`src/rtl/dcache_writeback_tx.sv`:
```
// dcache_writeback_tx: serializes one dirty 128-bit cache line into four 32-bit memory write beats
module dcache_writeback_tx #(
    parameter int ADDR_W = 32
) (
    input  logic              clk,
    input  logic              rst,
    input  logic              wb_req,
    input  logic [ADDR_W-1:0] wb_addr,
    input  logic [127:0]      wb_line,
    output logic              wb_ready,
    output logic              wb_done,
    output logic              mem_wvalid,
    output logic [ADDR_W-1:0] mem_waddr,
    output logic [31:0]       mem_wdata,
    input  logic              mem_wready
);
    typedef enum logic [1:0] {IDLE, SEND, DONE} state_t;
    state_t            state_q, state_d;
    logic [ADDR_W-5:0] base_q, base_d;
    logic [127:0]      buf_q, buf_d;
    logic [1:0]        beat_q, beat_d;
    // next state: latch a line when idle, step through beats on each accepted handshake
    always_comb begin
        state_d = state_q;
        base_d  = base_q;
        buf_d   = buf_q;
        beat_d  = beat_q;
        if (state_q == IDLE && wb_req) begin
            state_d = SEND;
            base_d  = wb_addr[ADDR_W-1:4];
            buf_d   = wb_line;
            beat_d  = 2'd0;
        end else if (state_q == SEND && mem_wready) begin
            state_d = beat_q == 2'd3 ? DONE : SEND;
            beat_d  = beat_q == 2'd3 ? beat_q : beat_q + 2'd1;
        end else if (state_q == DONE) begin
            state_d = IDLE;
        end
    end
    // outputs decode registered state only, so there is no input-to-output path
    always_comb begin
        wb_ready   = state_q == IDLE;
        wb_done    = state_q == DONE;
        mem_wvalid = state_q == SEND;
        mem_waddr  = {base_q, beat_q, 2'b00};
        mem_wdata  = buf_q[{beat_q, 5'b0} +: 32];
    end
    // state register; reset abandons any line in flight
    always_ff @(posedge clk) begin
        if (rst) begin
            state_q <= IDLE;
            base_q  <= '0;
            buf_q   <= '0;
            beat_q  <= 2'd0;
        end else begin
            state_q <= state_d;
            base_q  <= base_d;
            buf_q   <= buf_d;
            beat_q  <= beat_d;
        end
    end
endmodule
```
`config.mk`:
```
export PLATFORM = sky130hd
export DESIGN_NAME = dcache_writeback_tx
export DESIGN_NICKNAME = d
export VERILOG_FILES = /design/src/rtl/dcache_writeback_tx.sv
export SDC_FILE = /design/constraint.sdc
export NUM_CORES = 1
export LEC_CHECK = 0
export BUFFER_PORTS_ARGS = -buffer_cell sky130_fd_sc_hd__buf_2
export CORE_UTILIZATION = 30
export CTS_CLUSTER_DIAMETER = 100
export DETAILED_ROUTE_END_ITERATION = 16
export PLACE_DENSITY = 0.6
export SLEW_MARGIN = 20
export SYNTH_ARGS = -nofsm -noshare
export SYNTH_HDL_FRONTEND = slang
export SYNTH_SLANG_ARGS = --single-unit
```
`constraint.sdc`:
```
create_clock -name clk -period 3.15 [get_ports clk]
set_input_delay 0.315 -clock clk [delete_from_list [all_inputs] [get_ports clk]]
set_output_delay 0.315 -clock clk [all_outputs]
set_load 0.02 [all_outputs]
```
=== After elaboration in Yosys (flattened, before gate mapping) ===
Index checks and enable logic that the tools add are counted.

* Register bits after elaboration: 160
* Input port bits: 164
* Output and inout bits: 67
* Word-level logic and storage cells: 22

* $add $sub $neg: 1
* Equality and inequality tests: 3
* Shifts and indexed selects: 1
* Mux-type cells: 4
* Bitwise operators: 1
* Reduce and logical (&&, ||, !) cells: 7

{| class="wikitable"
|+ Operators with widths
! cell !! number
|-
| 128-bit by 8-bit indexed part select with 32-bit output || 1
|-
| 2-bit two-way mux || 3
|-
| 2-bit equality test (second input constant) || 2
|-
| 3-bit nonzero test || 1
|-
| 2-bit by 1-bit adder with 2-bit output (second input constant) || 1
|-
| 2-bit by 1-bit equality test with 1-bit output (second input constant) || 1
|-
| 1-bit logical AND || 2
|-
| 2-bit logical NOT || 1
|-
| 2-bit AND reduction || 1
|-
| 2-bit nonzero test || 1
|-
| 2-bit OR reduction || 1
|-
| 1-bit two-way mux || 1
|-
| 1-bit inverter || 1
|}

=== Depth between registers and ports, before layout ===
Gate-level depths: netlist of run 1.

* Word-level depth: 4
* Depth in mapped cells: 5
* Depth with buffers taken out: 4

=== Worst setup path after synthesis of run 1 ===
No wires, ideal clock.

* Path kind: reg2out
* Start: register beat_q[0]
* End: output mem_wdata[10]
* Arrival: 1573 ps
* Data required time: 2835 ps
* Slack: 1262 ps
* Stages on the path, launching flop included: 4
* Buffers on the path: 2
* Cells stage by stage: dfxtp_1 > buf_2 > buf_2 > mux4_2

* Cells in the longest elaborated chain, start to end: 1

{| class="wikitable"
|+ RTL lines
! what !! RTL line !! source
|-
| start, declared || 21 || <nowiki>logic [1:0] beat_q, beat_d;</nowiki>
|-
| start signal, assigned || 59 || <nowiki>beat_q <= beat_d;</nowiki>
|-
| 128-bit by 8-bit indexed part select with 32-bit output || 46 || <nowiki>mem_wdata = buf_q[{beat_q, 5'b0} +: 32];</nowiki>
|-
| end, declared || 14 || <nowiki>output logic [31:0] mem_wdata,</nowiki>
|}

Every way passes these cells.

=== Worst setup path in the final report of run 1 ===
* Start: register beat_q[0]
* End: output mem_wdata[20]

The elaborated chain is that of the path after synthesis.

==> results of run 1 <==
## cell usage in the layout (no fill, tap or decap)
cell,count
nand2_1,312
buf_2,223
a21oi_1,158
dfxtp_1,158
mux4_2,32
clkbuf_16,17
clkbuf_1,4
buf_4,4
buf_12,4
diode_2,3
clkinv_4,3
nor2b_1,2
nor2_1,2
nor3_1,2
conb_1,2
dfxtp_2,2
clkinv_2,2
bufinv_16,2
clkinvlp_4,2
nor3b_4,1
or3b_4,1
and4bb_2,1
xnor2_1,1
nor3b_1,1
nand3b_1,1
mux2i_1,1
ha_1,1
clkbuf_8,1
## Yosys cell counts
cell	n
nand3b_1	1
xnor2_1	1
buf_6	12
or3b_1	1
nor2b_1	2
clkbuf_1	24
ha_1	1
mux2i_1	1
a21oi_1	158
nand2_1	312
nor3b_4	1
buf_4	20
conb_1	1
nor2_1	2
and4bb_2	1
buf_2	6
nor3_1	2
mux4_2	32
nor3b_1	1
dfxtp_1	160
## final timing paths
| kind | startpoint | end | cells past startpoint |
|---|---|---|---|
| worst max-delay path | beat_q[0] | mem_wdata[20] | 3 |
| worst max register to register | state_q[1] | buf_q[112] | 4 |
| worst min register to register | buf_q[65] | buf_q[65] | 2 |
| worst min-delay path | wb_line[127] | buf_q[127] | 3 |
## power by group
part / switching, mW / total [mW] / internal (mW)
registers: 0.0622 / 2.21 / 2.15
clock network: 0.835 / 2.02 / 1.19
logic: 0.342 / 0.586 / 0.244
total: 1.24 / 4.82 / 3.58
## registers in the layout, indices dropped and copies added (netlist names)
register and cells:
buf_q 128, base_q 28, beat_q 2, state_q 2
## stage by stage
| step | utilization | hold WS [ns] | total power [mW] | instance area (um^2) |
|---|---|---|---|---|
| after floorplan | - | 0.433 | 2.65 | 6410 |
| after global placement | 0.362 | 0.440 | 2.84 | 7580 |
| after detailed placement | 0.362 | 0.444 | 2.85 | 7580 |
| after CTS | 0.389 | 0.115 | 4.87 | 8150 |
| after global routing | 0.389 | 0.114 | 5.04 | 8160 |
| final | 0.389 | 0.136 | 4.82 | 8160 |
## cell type report
class / count / area share
diodes: 3 / 0.000920
clock buffers: 22 / 0.0557
clock inverters: 9 / 0.0137
multi-input cells: 518 / 0.344
flip-flops and latches: 160 / 0.393
well taps: 275 / 0.0422
repair buffers: 231 / 0.150
## layer usage
layer / GRT usage / vias up
li1: - / 2824
met1: 0.203 / 2559
met2: 0.244 / 136
met3: 0.0439 / 10
met4: 0.0531 / 0
met5: 0 / -
## worst register-to-register path: cells and delay by family (launching register included)
family                 cells  cell delay (ns)
AND/OR/NAND/NOR            2             0.91
flip-flops                 1             0.50
buffers and inverters      1             0.43
AO/OA/AOI/OAI              1             0.16
## logic make-up after synthesis
kind of cell	after synthesis	synth area share
AND/OR/NAND/NOR	323	0.196
other	1	0.000585
flip-flops	160	0.500
buffers and inverters	62	0.0632
multiplexers	33	0.114
XOR/XNOR	1	0.00137
adder cells (fa/ha/maj)	1	0.00195
AO/OA/AOI/OAI	158	0.123
==> flow_summary.yaml, run 1 <==
route:
  detail_route.wirelength.met1_um: 7900
  num_vias: 5529
  drt.antenna.violating_nets: 0
  met3_length_um: 903
  route.detailed.drc: 0
  routed_wire_length_per_instance_um: 13.8
  drt_pre_antenna_iters: 4
  wl_met2_um: 7850
  route.top_layer_used: "met4"
  wire_length_reported_by_the_detailed_router_um: 16800
  via_count_normalized_by_instance_count: 4.54
  dr.first_iter.drc_count: 262
critical_path:
  category_of_the_worst_setup_path_capture_point: "output pin"
  path_cells: "buf_12 > mux4_2 > buf_2"
  crit_path_max_fanout: 22
  required_ns: 2.83
  worst-endpoint-arrival_ns: 2.11
  worstSetupPathType: "reg2out"
  worstPathBufferInverterCount: 2
  cp_top_family: "flip-flops"
  critical_path.slowest_cell: "dfxtp_2"
  critPathLaunchType: "register"
  worst_path_largest_cell_delay_ns: 0.66
  ff2ff_setup_slack_ns: 1.08
global_route:
  grt_pass1_wl_um: 27100
  first_global_vias: 5260
  grt_max_degree: 115
  grt_remaining_overflow: 0
  grt_antenna_before_repair: 3
  grt_util_all_layers: 0.155
final_layout:
  layout.cells.non_filler: 1218
  fillers: 2174
  syn2layout_area_growth_pct: 27.2
  final_net_count: 1093
  multi_input_gate_area_in_the_final_layout_um2: 2810
  regArea_um2: 3210
  post_route_cells_drive_above_1_share: 0.314
timing:
  tns_ns: 0
  postLayoutSetupSlackWorst_ns: 0.722
  slew_worst_pin_ns: 0.839
  hold_viol: 0
  finalWorstPathRequiredPeriod_ns: 2.43
  maxSlewHeadroom: 0.441
  timing.fmax_mhz: 412
  timing.final.crit_share: 0.771
  timing.final.max_slew_violations: 0
  grt_setup_unrepaired: "no"
  clock_skew_ns: 0.00811
  setup_viol: 0
cts:
  cts-hold-fix-buffers: 0
  clk_pin_slew_ns: 0.07
  post_cts_resized: 0
  postCtsSetupBuffers: 0
  cts_sinks: 160
  cts_tree: "yes"
  clock_latency_ns: 0.41
  clock_tree.root_cell: "clkbuf_16"
  htree_levels: 4
  numCtsBuffers: 17
  cts_buffer_depth: 2
placed_design:
  dp_slack_ns: 1.09
  io_buffer_count: 224
  place.gp.congestion: 0.737
  dpl.cell_count: 1184
  dp_hpwl_um: 11000
logic_synthesis:
  yosys_warnings: 0
  synth_sequential_area_ratio: 0.500
  synth-seq-cells: 160
  postSynthCellCount: 739
  avgSynthCellArea_um2: 8.68
  synth.lib_cells_used.distinct: 20
  yosys-top-cells-area: "dfxtp_1 (50%), nand2_1 (18%), a21oi_1 (12%), mux4_2 (11%), buf_4 (2.3%)"
  yosysTopAreaCellShare: 0.500
  synth_top_area_cell: "dfxtp_1"
  synthesis.area_um2: 6410
status:
  run_status: "completed"
hold_path:
  hp_class: "in2reg"
job:
  max-cap-violations: 0
floorplan:
  dieHeight_um: 148
  die-area_um2: 22000
  floorplan.die.width_um: 148
  rows: 53
  floorplan.initialDensity: 0.306
  pin_count: 231
  coreArea_um2: 21000
power_and_ir_drop:
  power.density_nw_per_um2: 590
  power.ir.vdd_worst_uv: 301
  p_leak_nw: 3.44
No activity file was read; power rests on OpenSTA's default activity.
==> inputs of run 2 (changes only) <==
clock period = 2.28 ns   (was 3.15 ns; I/O delays follow)
==> run 2 against run 1 <==
Compared with the run above: largest cell class unchanged; first-iteration DRC count rose by 5.3%; cell area rose by 0.92%; global-route usage barely moved; register-to-register slack got worse by 0.62 ns; total power rose by 43%.
==> flow_summary.yaml, run 2 (synthesized netlist as in run 1, its figures left out) <==
status:
  run_status: "completed"
placed_design:
  io_buffer_count: 224
  dp_hpwl_um: 10700
  place.gp.congestion: 0.737
route:
  drt_pre_antenna_iters: 4
  route.detailed.drc: 0
  routed_wire_length_per_instance_um: 13.7
  dr.first_iter.drc_count: 276
  via_count_normalized_by_instance_count: 4.54
  drt.antenna.violating_nets: 0
  num_vias: 5532
  wire_length_reported_by_the_detailed_router_um: 16700
floorplan:
  dieHeight_um: 148
  rows: 53
  pin_count: 231
  floorplan.initialDensity: 0.306
  die-area_um2: 22000
  coreArea_um2: 21000
  floorplan.die.width_um: 148
critical_path:
  required_ns: 2.05
  ff2ff_setup_slack_ns: 0.46
  worst-endpoint-arrival_ns: 1.80
  rr_endpoint: "buf_q[79]"
  path_cells: "buf_4 > mux4_2 > buf_2"
  worst_path_largest_cell_delay_ns: 0.55
  worstSetupPathType: "reg2out"
  critPathLaunchType: "register"
  category_of_the_worst_setup_path_capture_point: "output pin"
  worst_r2r_path_depth: 4
  crit_path_max_fanout: 14
  timing.rr.start: "state_q[0]"
  critical_path.slowest_cell: "mux4_2"
power_and_ir_drop:
  internal_mw: 5.12
  total_power_mw: 6.88
  power.ir.vdd_worst_uv: 426
  p_switching_mw: 1.75
  pwr-share-clk: 0.439
  seq_power_share: 0.443
  power.density_nw_per_um2: 835
  proportion_of_power_drawn_by_combinational_gates: 0.119
  p_leak_nw: 3.48
  switching_share: 0.255
global_route:
  grt_remaining_overflow: 0
  grt_max_degree: 161
  grt_antenna_before_repair: 1
  grt_pass1_wl_um: 26900
  first_global_vias: 5305
  grt_util_all_layers: 0.155
cts:
  htree_levels: 4
  numCtsBuffers: 17
  clock_tree.root_cell: "clkbuf_16"
  cts_buffer_depth: 2
  cts_tree: "yes"
  cts-hold-fix-buffers: 0
  clock_latency_ns: 0.42
  cts_sinks: 160
  post_cts_resized: 0
  clk_pin_slew_ns: 0.07
  postCtsSetupBuffers: 0
final_layout:
  post_route_cells_drive_above_1_share: 0.320
  largest_register_ff_count: 128
  registers_with_the_highest_flip_flop_counts: "buf_q: 128 flops, base_q: 28 flops"
  multi_input_gate_area_in_the_final_layout_um2: 2810
  fillers: 2156
  layout.cells.most_common_list: "nand2_1 (312), buf_2 (223), a21oi_1 (158), dfxtp_1 (158), mux4_2 (32)"
  largest_register_by_flop_count: "buf_q"
  regArea_um2: 3210
  final_net_count: 1094
  syn2layout_area_growth_pct: 28.4
  layout_commonest_cell: "nand2_1"
timing:
  clock_skew_ns: 0.00715
  hold_viol: 0
  setup_viol: 0
  grt_setup_unrepaired: "no"
  timing.fmax_mhz: 494
  maxSlewHeadroom: 0.371
  tns_ns: 0
  timing.final.crit_share: 0.888
  finalWorstPathRequiredPeriod_ns: 2.02
  slew_worst_pin_ns: 0.944
  timing.final.max_slew_violations: 0
hold_path:
  worstHoldPathCells: 3
  holdPathEnd: "base_q[7]"
  hp_class: "in2reg"
  worst_hold_startpoint: "wb_addr[11]"
job:
  max-cap-violations: 0
==> run 2: layer usage <==
| layer | vias up | track usage | routed length [um] |
|---|---|---|---|
| li1 | 2827 | - | - |
| met4 | 0 | 0.0603 | 253 |
| met3 | 18 | 0.0420 | 950 |
| met1 | 2553 | 0.192 | 7540 |
| met2 | 134 | 0.257 | 8010 |
| met5 | - | 0 | 0 |
==> run 2: worst max-delay path by stage <==
stage / start / endpoint / slack (ns)
after floorplan: beat_q[0] / mem_wdata[10] / 0.48
after global placement: state_q[0] / buf_q[113] / 0.51
after detailed placement: state_q[0] / buf_q[106] / 0.48
after CTS: beat_q[1] / mem_wdata[12] / 0.20
after global routing: beat_q[1] / mem_wdata[2] / 0.17
final: beat_q[0] / mem_wdata[22] / 0.26
==> run 2: area by class of cell <==
class | instances | area share
clock inverters | 12 | 0.0190
multi-input cells | 518 | 0.341
well taps | 275 | 0.0418
diodes | 2 | 0.000608
flip-flops and latches | 160 | 0.389
repair buffers | 232 | 0.151
clock buffers | 20 | 0.0567
==> run 2: power by group through the flow <==
stage / combinational (mW) / sequential [mW] / clock, mW
finish: 0.816 / 3.04 / 3.01
global route: 0.912 / 3.06 / 3.22
CTS: 0.829 / 3.05 / 3.10
detailed placement: 0.828 / 3.11 / 0
global placement: 0.821 / 3.10 / 0
floorplan: 0.536 / 3.12 / 0
==> run 2: stage by stage <==
stage / cell area (um^2) / hold WS [ns] / cells / setup WS (ns) / util
2_1_floorplan: 6410 / 0.364 / 740 / 0.479 / -
3_3_place_gp: 7600 / 0.440 / 1185 / 0.508 / 0.363
3_5_place_dp: 7600 / 0.443 / 1185 / 0.484 / 0.363
4_1_cts: 8230 / 0.0181 / 1217 / 0.201 / 0.393
5_1_grt: 8230 / 0.0268 / 1217 / 0.165 / 0.393
6_report: 8230 / 0.0373 / 1219 / 0.256 / 0.393
==> run 2: worst max-delay path, delay by kind of cell, from the launching register on <==
family | cells | cell delay, ns
buffers and inverters | 2 | 0.47
DFF | 1 | 0.35
muxes | 1 | 0.55
==> inputs of run 3 (changes only) <==
clock period = 2.2 ns   (was 2.28 ns; I/O delays follow)
==> run 3 against run 2 <==
Compared with the run above: clock skew is 0.00094 ns lower; non-clock buffer count did not move; sequential cell count did not move; global-route usage decreased by 0.22 points.
==> flow_summary.yaml, run 3 (synthesized netlist as in run 1, its figures left out) <==
timing:
  grt_setup_unrepaired: "no"
  maxSlewHeadroom: 0.454
  finalWorstPathRequiredPeriod_ns: 1.97
  clock_skew_ns: 0.00621
  postLayoutSetupSlackWorst_ns: 0.228
  timing.fmax_mhz: 507
  timing.final.max_slew_violations: 0
  tns_ns: 0
  setup_viol: 0
  slew_worst_pin_ns: 0.819
  hold_viol: 0
  timing.hold.ws_ns: 0.0340
  timing.final.crit_share: 0.896
floorplan:
  rows: 53
  coreArea_um2: 21000
  die-area_um2: 22000
  floorplan.initialDensity: 0.306
  dieHeight_um: 148
  pin_count: 231
  floorplan.die.width_um: 148
critical_path:
  category_of_the_worst_setup_path_capture_point: "output pin"
  crit_path_max_fanout: 23
  worstSetupPathType: "reg2out"
  required_ns: 1.98
  worst-endpoint-arrival_ns: 1.75
  critPathLaunchType: "register"
route:
  route.detailed.drc: 0
  num_vias: 5584
  via_count_normalized_by_instance_count: 4.59
  wire_length_reported_by_the_detailed_router_um: 16600
  routed_wire_length_per_instance_um: 13.6
  dr.first_iter.drc_count: 284
  drt_pre_antenna_iters: 4
  drt.antenna.violating_nets: 0
power_and_ir_drop:
  p_switching_mw: 1.74
  pwr-share-clk: 0.431
  power.ir.vdd_worst_uv: 432
  total_power_mw: 7.04
  proportion_of_power_drawn_by_combinational_gates: 0.120
  seq_power_share: 0.448
  power.density_nw_per_um2: 856
  switching_share: 0.247
  internal_mw: 5.30
  p_leak_nw: 3.47
final_layout:
  layout.cells.most_common_list: "nand2_1 (312), buf_2 (223), a21oi_1 (158), dfxtp_1 (158), mux4_2 (32)"
  largest_register_by_flop_count: "buf_q"
  registers_with_the_highest_flip_flop_counts: "buf_q: 128 flops, base_q: 28 flops"
  post_route_cells_drive_above_1_share: 0.316
  final_net_count: 1094
  final_util: 0.393
  largest_register_ff_count: 128
  syn2layout_area_growth_pct: 28.3
  finish.instance_area_um2: 8230
  fillers: 2209
  layout_commonest_cell: "nand2_1"
  layout.cells.non_filler: 1217
cts:
  clock_tree.root_cell: "clkbuf_16"
  cts-hold-fix-buffers: 0
  numCtsBuffers: 17
  post_cts_resized: 0
  postCtsSetupBuffers: 0
  cts_buffer_depth: 2
  clk_pin_slew_ns: 0.07
  cts_tree: "yes"
  cts_sinks: 160
  htree_levels: 4
  clock_latency_ns: 0.42
placed_design:
  dp_slack_ns: 0.555
  io_buffer_count: 224
  dp_hpwl_um: 10700
  dpl.cell_count: 1185
  placed_cell_area_um2: 7620
  place.gp.congestion: 0.739
status:
  run_status: "completed"
global_route:
  grt_pass1_wl_um: 26500
  grt_util_all_layers: 0.153
  grt_remaining_overflow: 0
  grt_antenna_before_repair: 1
  grt_max_degree: 157
  first_global_vias: 5148
job:
  max-cap-violations: 0
hold_path:
  hp_class: "in2reg"
==> run 3: cell types whose count changed in the layout (fill, tap and decap cells not counted) <==
| cell | previous run | this run |
|---|---|---|
| inv_6 | 2 | 1 |
| buf_12 | 5 | 6 |
| clkinv_2 | 3 | 1 |
| clkbuf_1 | 0 | 3 |
| diode_2 | 2 | 1 |
| clkinv_4 | 3 | 2 |
| buf_4 | 4 | 3 |
==> run 3: cell type report <==
cell class                 instances  area [um^2]  area share
tap                              275          344      0.0418
antenna                            1         2.50    0.000304
sequential                       160         3210       0.390
timing repair buffer             232         1260       0.153
multi-input combinational        518         2810       0.341
clock buffer                      23          478      0.0581
clock inverter                     8          129      0.0157
==> run 3: routing by layer <==
metal  share of wire  track usage  vias up
met1            0.45        0.196     2586
li1                -            -     2829
met4           0.010       0.0479        0
met2            0.48        0.247      157
met3           0.058       0.0439       12
met5               0            0        -
==> run 3: worst max-delay path: stages (launching register included) <==
cell and delay (ns):
dfxtp_2 0.56, buf_12 0.26, mux4_2 0.33, buf_2 0.18
==> run 3: worst paths after layout <==
| check | start | to | slack, ns | depth (start not counted) |
|---|---|---|---|---|
| max reg2reg | state_q[0] | buf_q[4] | 0.48 | 4 |
| max | beat_q[1] | mem_wdata[10] | 0.23 | 3 |
| min reg2reg | base_q[7] | base_q[7] | 0.45 | 2 |
| min | wb_line[93] | buf_q[93] | 0.03 | 3 |
==> run 3: power by group through the flow <==
| stage | registers (mW) | clock network, mW | logic (mW) |
|---|---|---|---|
| 2_1_floorplan | 3.24 | 0 | 0.555 |
| 4_1_cts | 3.16 | 3.14 | 0.863 |
| 3_5_place_dp | 3.22 | 0 | 0.862 |
| 6_report | 3.16 | 3.04 | 0.847 |
| 3_3_place_gp | 3.22 | 0 | 0.854 |
| 5_1_grt | 3.18 | 3.25 | 0.947 |
